===== config.mk =====
export PLATFORM = sky130hd
export DESIGN_NAME = sevenseg_rx_decoder
export DESIGN_NICKNAME = d
export VERILOG_FILES = /design/src/rtl/sevenseg_pkg.sv /design/src/rtl/sevenseg_stable_filter.sv /design/src/rtl/sevenseg_rx_decoder.sv
export SDC_FILE = /design/constraint.sdc
export NUM_CORES = 1
export LEC_CHECK = 0
export ABC_CLOCK_PERIOD_IN_PS = 5400
export CORE_ASPECT_RATIO = 1.4
export CORE_MARGIN = 2
export CORE_UTILIZATION = 55
export CTS_CLUSTER_DIAMETER = 80
export DETAILED_ROUTE_END_ITERATION = 10
export PLACE_DENSITY = 0.81
export RECOVER_POWER = 50
export SYNTH_ARGS = -nofsm -noshare
export SYNTH_HDL_FRONTEND = slang
export SYNTH_SLANG_ARGS = --single-unit

===== constraint.sdc =====
create_clock -name clk -period 5.4 [get_ports clk]
set_clock_uncertainty 0.1 [all_clocks]
set_input_delay 1.62 -clock clk [delete_from_list [all_inputs] [get_ports clk]]
set_output_delay 1.62 -clock clk [all_outputs]
set_load 0.005 [all_outputs]

===== src/rtl/sevenseg_pkg.sv =====
// Shared seven-segment glyph constants, glyph<->digit helpers and the
// loopback-checker lock state type; segment order is {a,b,c,d,e,f,g}.
package sevenseg_pkg;

  localparam logic [6:0] SEG_0 = 7'h7E;
  localparam logic [6:0] SEG_1 = 7'h30;
  localparam logic [6:0] SEG_2 = 7'h6D;
  localparam logic [6:0] SEG_3 = 7'h79;
  localparam logic [6:0] SEG_4 = 7'h33;
  localparam logic [6:0] SEG_5 = 7'h5B;
  localparam logic [6:0] SEG_6 = 7'h5F;
  localparam logic [6:0] SEG_7 = 7'h70;
  localparam logic [6:0] SEG_8 = 7'h7F;
  localparam logic [6:0] SEG_9 = 7'h7B;
  localparam logic [6:0] SEG_A = 7'h77;
  localparam logic [6:0] SEG_B = 7'h1F;
  localparam logic [6:0] SEG_C = 7'h4E;
  localparam logic [6:0] SEG_D = 7'h3D;
  localparam logic [6:0] SEG_E = 7'h4F;
  localparam logic [6:0] SEG_F = 7'h47;

  typedef enum logic {
    UNLOCKED = 1'b0,
    LOCKED   = 1'b1
  } state_t;

  // Returns {legal, digit}; unknown glyphs return legal=0, digit=0.
  function automatic logic [4:0] seg_to_digit(input logic [6:0] seg);
    logic [4:0] r;
    case (seg)
      SEG_0:   r = 5'h10;
      SEG_1:   r = 5'h11;
      SEG_2:   r = 5'h12;
      SEG_3:   r = 5'h13;
      SEG_4:   r = 5'h14;
      SEG_5:   r = 5'h15;
      SEG_6:   r = 5'h16;
      SEG_7:   r = 5'h17;
      SEG_8:   r = 5'h18;
      SEG_9:   r = 5'h19;
      SEG_A:   r = 5'h1A;
      SEG_B:   r = 5'h1B;
      SEG_C:   r = 5'h1C;
      SEG_D:   r = 5'h1D;
      SEG_E:   r = 5'h1E;
      SEG_F:   r = 5'h1F;
      default: r = 5'h00;
    endcase
    return r;
  endfunction

  // Transmit-side view used by the hex-to-segment driver.
  function automatic logic [6:0] digit_to_seg(input logic [3:0] d);
    logic [6:0] r;
    case (d)
      4'h0: r = SEG_0;
      4'h1: r = SEG_1;
      4'h2: r = SEG_2;
      4'h3: r = SEG_3;
      4'h4: r = SEG_4;
      4'h5: r = SEG_5;
      4'h6: r = SEG_6;
      4'h7: r = SEG_7;
      4'h8: r = SEG_8;
      4'h9: r = SEG_9;
      4'hA: r = SEG_A;
      4'hB: r = SEG_B;
      4'hC: r = SEG_C;
      4'hD: r = SEG_D;
      4'hE: r = SEG_E;
      default: r = SEG_F;
    endcase
    return r;
  endfunction

endpackage


===== src/rtl/sevenseg_stable_filter.sv =====
// Two-flop synchronizer, stability counter and last-accepted-pattern compare;
// emits a one-cycle accept strobe with the stable pattern.
module sevenseg_stable_filter #(
  parameter int unsigned STABLE_CYCLES = 3
) (
  input  logic       clk,
  input  logic       rst_n,
  input  logic [6:0] seg_in,
  output logic       accept,
  output logic [6:0] pattern
);
  import sevenseg_pkg::*;

  localparam logic [3:0] CNT_MAX = 4'(STABLE_CYCLES);

  logic [6:0] s1;
  logic [6:0] s2;
  logic [6:0] last;
  logic [3:0] cnt;

  always_ff @(posedge clk or negedge rst_n) begin
    if (!rst_n) begin
      s1   <= '0;
      s2   <= '0;
      last <= '0;
      cnt  <= '0;
    end else begin
      s1 <= seg_in;
      s2 <= s1;
      // s1 != s2 means s2 changes on this edge, so the new value starts at 1
      if (s1 != s2)
        cnt <= 4'd1;
      else if (cnt != CNT_MAX)
        cnt <= cnt + 4'd1;
      if (accept)
        last <= s2;
    end
  end

  // Once accepted, s2 equals last, so a held pattern cannot re-fire.
  assign accept  = (cnt == CNT_MAX) && (s2 != last);
  assign pattern = s2;

endmodule


===== src/rtl/sevenseg_rx_decoder.sv =====
// Seven-segment receive decoder / loopback checker.
// Define SEVENSEG_SEQ_CHECK_EN to enable the +1 mod 16 sequence check FSM.
module sevenseg_rx_decoder #(
  parameter int unsigned STABLE_CYCLES = 3,
  parameter int unsigned ERR_W         = 8
) (
  input  logic             clk,
  input  logic             rst_n,
  input  logic [6:0]       seg_in,
  output logic [3:0]       digit_out,
  output logic             digit_valid,
  output logic             pattern_err,
  output logic             seq_err,
  output logic             locked,
  output logic [ERR_W-1:0] err_count
);
  import sevenseg_pkg::*;

  logic       accept;
  logic [6:0] pattern;
  logic [4:0] lookup;
  logic       legal;
  logic [3:0] digit;
  logic       seq_err_next;
  logic       err_event;

  sevenseg_stable_filter #(
    .STABLE_CYCLES(STABLE_CYCLES)
  ) u_filter (
    .clk    (clk),
    .rst_n  (rst_n),
    .seg_in (seg_in),
    .accept (accept),
    .pattern(pattern)
  );

  assign lookup = seg_to_digit(pattern);
  assign legal  = lookup[4];
  assign digit  = lookup[3:0];

`ifdef SEVENSEG_SEQ_CHECK_EN
  state_t state;
  state_t state_next;

  always_ff @(posedge clk or negedge rst_n) begin
    if (!rst_n) begin
      state   <= UNLOCKED;
      seq_err <= 1'b0;
    end else begin
      state   <= state_next;
      seq_err <= seq_err_next;
    end
  end

  // digit_out still holds the previous accepted digit when this evaluates.
  always_comb begin
    state_next   = state;
    seq_err_next = 1'b0;
    if (accept) begin
      if (legal) begin
        if ((state == LOCKED) && (digit != digit_out + 4'd1))
          seq_err_next = 1'b1;
        state_next = LOCKED;
      end else begin
        state_next = UNLOCKED;
      end
    end
  end

  assign locked = (state == LOCKED);
`else
  assign seq_err_next = 1'b0;
  assign seq_err      = 1'b0;
  assign locked       = 1'b0;
`endif

  assign err_event = accept && (!legal || seq_err_next);

  always_ff @(posedge clk or negedge rst_n) begin
    if (!rst_n) begin
      digit_out   <= '0;
      digit_valid <= 1'b0;
      pattern_err <= 1'b0;
      err_count   <= '0;
    end else begin
      digit_valid <= accept && legal;
      pattern_err <= accept && !legal;
      if (accept && legal)
        digit_out <= digit;
      if (err_event && (err_count != '1))
        err_count <= err_count + ERR_W'(1);
    end
  end

endmodule


==> results by group <==
Run status
  • Status: finished, violations left
  • Failing checks: capacitance limit, slew limit

Setup path
  • Worst path depth: 1
  • CP Buf/Inv Count: 1
  • Worst path slowest cell: clkbuf_1
  • Worst Path Arrival: 3.01 ns
  • Slowest Stage Delay on Critical Path: 1.37 ns
  • CP endpoint kind: async pin
  • CP Class: in -> async
  • R2R cell count: 7
  • CP startpoint: rst_n
  • Top Family by Delay on Critical Path: buffers and inverters
  • Worst setup endpoint: pattern_err$_DFF_PN0_
  • Crit-path cells: clkbuf_1
  • Startpoint types: input port
  • RR Startpoint: u_filter.cnt[0]$_DFFE_PN0P_
  • R2R Path End: err_count[7]$_DFFE_PN0P_
  • R2R setup slack: 2.70 ns
  • CP max FO: 39
  • WP data required: 5.31 ns

Synth
  • Syn Inst Count: 170
  • Post-synth EDFFs: 0
  • Mux cell area share after synthesis: 0.0757
  • Largest family of logic cells by synthesized area: simple AND/OR/NAND/NOR gates
  • Ys async rst share: 1.00
  • Adder-Cell Fraction of Synth Area: 0.0131
  • Post-Synth XOR/XNOR Area: 0.0960
  • Area fraction in compound gates after synthesis: 0.0914
  • Synth Flop Type: dfrtp_1
  • Simple-gate area share of the yosys netlist: 0.170
  • Sequential share of the synthesized area: 0.509
  • Ys Warns: 0
  • Synth Register Bits: 39
  • Library cells used by synthesis: 46
  • Post-synth design cell area: 1920 µm²
  • Post-Syn Area per Cell: 11.3 µm²

Global route
  • Grt ovf: 0
  • Largest net degree at the start of global routing: 40
  • Total global-route track usage: 0.212
  • Initial antenna violation count: 0
  • Global-route wire length before repair: 6020 µm
  • Vias in the first global route: 1329

STA
  • Worst slew pin tran: 1.95 ns
  • Fin Setup TNS: 0 ns
  • Final Hold Fails: 0
  • Tcrit/Tclk final: 0.574
  • Pins Over Slew Limit: 40
  • RSZ-0062 raised after global routing: false
  • Post-layout min period: 3.10 ns
  • Fmax: 323 MHz
  • Hold_ws: 0.293 ns
  • Rel. slew slack: -0.301
  • Final setup fails: 0

Clock network
  • Num CTS Buffers: 5
  • Post-CTS Setup Bufs: 0
  • Clk sinks: 39
  • TritonCTS clock tree: done
  • Post-CTS Hold Fix Bufs: 0
  • Reg clk slew, reported paths: 0.07 ns
  • Clock latency at the later pin of the worst-skew pair: 0.28 ns
  • Post-CTS Resized: 0
  • H-Tree Depth: 2
  • CTS root buffer: clkbuf_8
  • Max Root-Sink Buffers: 2

Final layout
  • Finished Layout Cells: 230
  • Most frequent cells in the layout: dfrtp_1 (39), clkdlybuf4s50_1 (14), xnor2_1 (11), mux2_2 (11), xor2_1 (10)
  • Core Util, Final: 0.659
  • Layout cells sized above 1: 0.116
  • Area grow syn2layout: 15.1%
  • Ant diodes: 0
  • Most common cell after layout, fill and taps aside: dfrtp_1
  • Final net count: 200

Detailed routing
  • Vias per std cell: 5.81
  • First-pass iteration count of the detailed router: 4
  • DRT Wirelength: 3430 µm
  • Drt drc: 0
  • Initial drt markers: 23
  • Vias: 1337
  • DRT antenna net count: 0
  • Routed WL per cell: 14.9 µm

Floorplanning
  • Die Span X: 53.9 µm
  • I/O pin cnt: 25
  • Die Y: 73.9 µm
  • Die area: 3980 µm²
  • Core Footprint: 3350 µm²
  • Initial Utilization: 0.573
  • Row count: 25

Placement
  • Hpwl dp: 2500 µm
  • Placed cells: 222
  • Placer Congestion: 0.763
  • Port Buffer Count: 22

Hold path
  • Hold Path Class: reg -> reg
  • Hold path start: u_filter.s1[1]$_DFF_PN0_

Power and ir drop
  • Cell Pwr Density: 273 nW/µm²
  • Total power: 602 µW
  • Leak: 0.916 nW
  • Peak supply drop: 355 µV

Flow run
  • MaxCap Viol Count: 1
## sequential cells by signal, summed over array words and instances, names as in the netlist
name              count
digit_out             4
digit_valid           1
err_count             8
pattern_err           1
u_filter.cnt          4
u_filter.last         7
u_filter.pattern      7
u_filter.s1           7
## how the worst min path moves through the flow
stage | end | depth (start not counted)
detailed placement | u_filter.pattern[2]$_DFF_PN0_ | 0
global route | u_filter.pattern[3]$_DFF_PN0_ | 0
global placement | u_filter.pattern[0]$_DFF_PN0_ | 0
finish | u_filter.pattern[1]$_DFF_PN0_ | 0
floorplan | u_filter.pattern[2]$_DFF_PN0_ | 0
CTS | u_filter.pattern[2]$_DFF_PN0_ | 0
## through the flow
| stage | setup slack [ns] | area, µm² |
|---|---|---|
| global route | 1.72 | 2210 |
| detailed placement | 2.73 | 2130 |
| CTS | 2.41 | 2210 |
| floorplan | 3.10 | 1920 |
| global placement | 2.74 | 2130 |
| finish | 2.30 | 2210 |
## area by class of cell
cell class | count | area [µm²]
Fill cell | 253 | 1140
Sequential cell | 39 | 976
Multi-Input combinational cell | 116 | 862
Timing Repair Buffer | 23 | 218
Clock buffer | 6 | 72.6
Tap cell | 40 | 50.0
Inverter | 4 | 15.0
Clock inverter | 2 | 12.5
## metal layers
layer  wire length (µm)  part of all wire  vias to the layer above  track usage
met1               1340              0.39                      648        0.248
met5                  0                 0                        -            0
met2               1890              0.55                       37        0.363
met3                147             0.043                        5       0.0549
li1                   -                 -                      647            -
met4                 48             0.014                        0       0.0769
## cell usage after synthesis (all sizes together), types with 2 or more instances
| cell | count | area (µm²) |
|---|---|---|
| a21oi | 7 | 35.0 |
| buf | 11 | 63.8 |
| nor4b | 2 | 17.5 |
| and3 | 5 | 31.3 |
| nand3b | 2 | 15.0 |
| o22ai | 2 | 12.5 |
| nor4 | 2 | 12.5 |
| mux2 | 12 | 135 |
| xor2 | 10 | 87.6 |
| inv | 4 | 15.0 |
| nand4 | 8 | 50.1 |
| xnor2 | 11 | 96.3 |
| nand2b | 6 | 37.5 |
| nand2 | 6 | 22.5 |
| ha | 2 | 25.0 |
| nor2 | 6 | 25.0 |
| o21ai | 3 | 18.8 |
| nand3 | 7 | 35.0 |
| dfrtp | 39 | 976 |
| o211ai | 2 | 15.0 |
| nor3 | 4 | 31.3 |
| or3 | 2 | 12.5 |
## report_power, final
group | internal [mW] | total [mW] | switching [mW]
Combinational | 0.0448 | 0.0755 | 0.0307
Sequential | 0.316 | 0.344 | 0.0283
Clock | 0.0901 | 0.182 | 0.0922
Total | 0.451 | 0.602 | 0.151
## kinds of logic (layout without fill, tap and decap cells)
group | count (synthesis) | in the layout
other | 1 | 2
multiplexers | 13 | 13
flip-flops | 39 | 39
XOR/XNOR | 21 | 21
buffers and inverters | 16 | 35
adder cells (fa/ha/maj) | 2 | 2
AND/OR/NAND/NOR | 54 | 54
AO/OA/AOI/OAI | 24 | 24
Note: power is estimated with default switching activity, not from simulation.
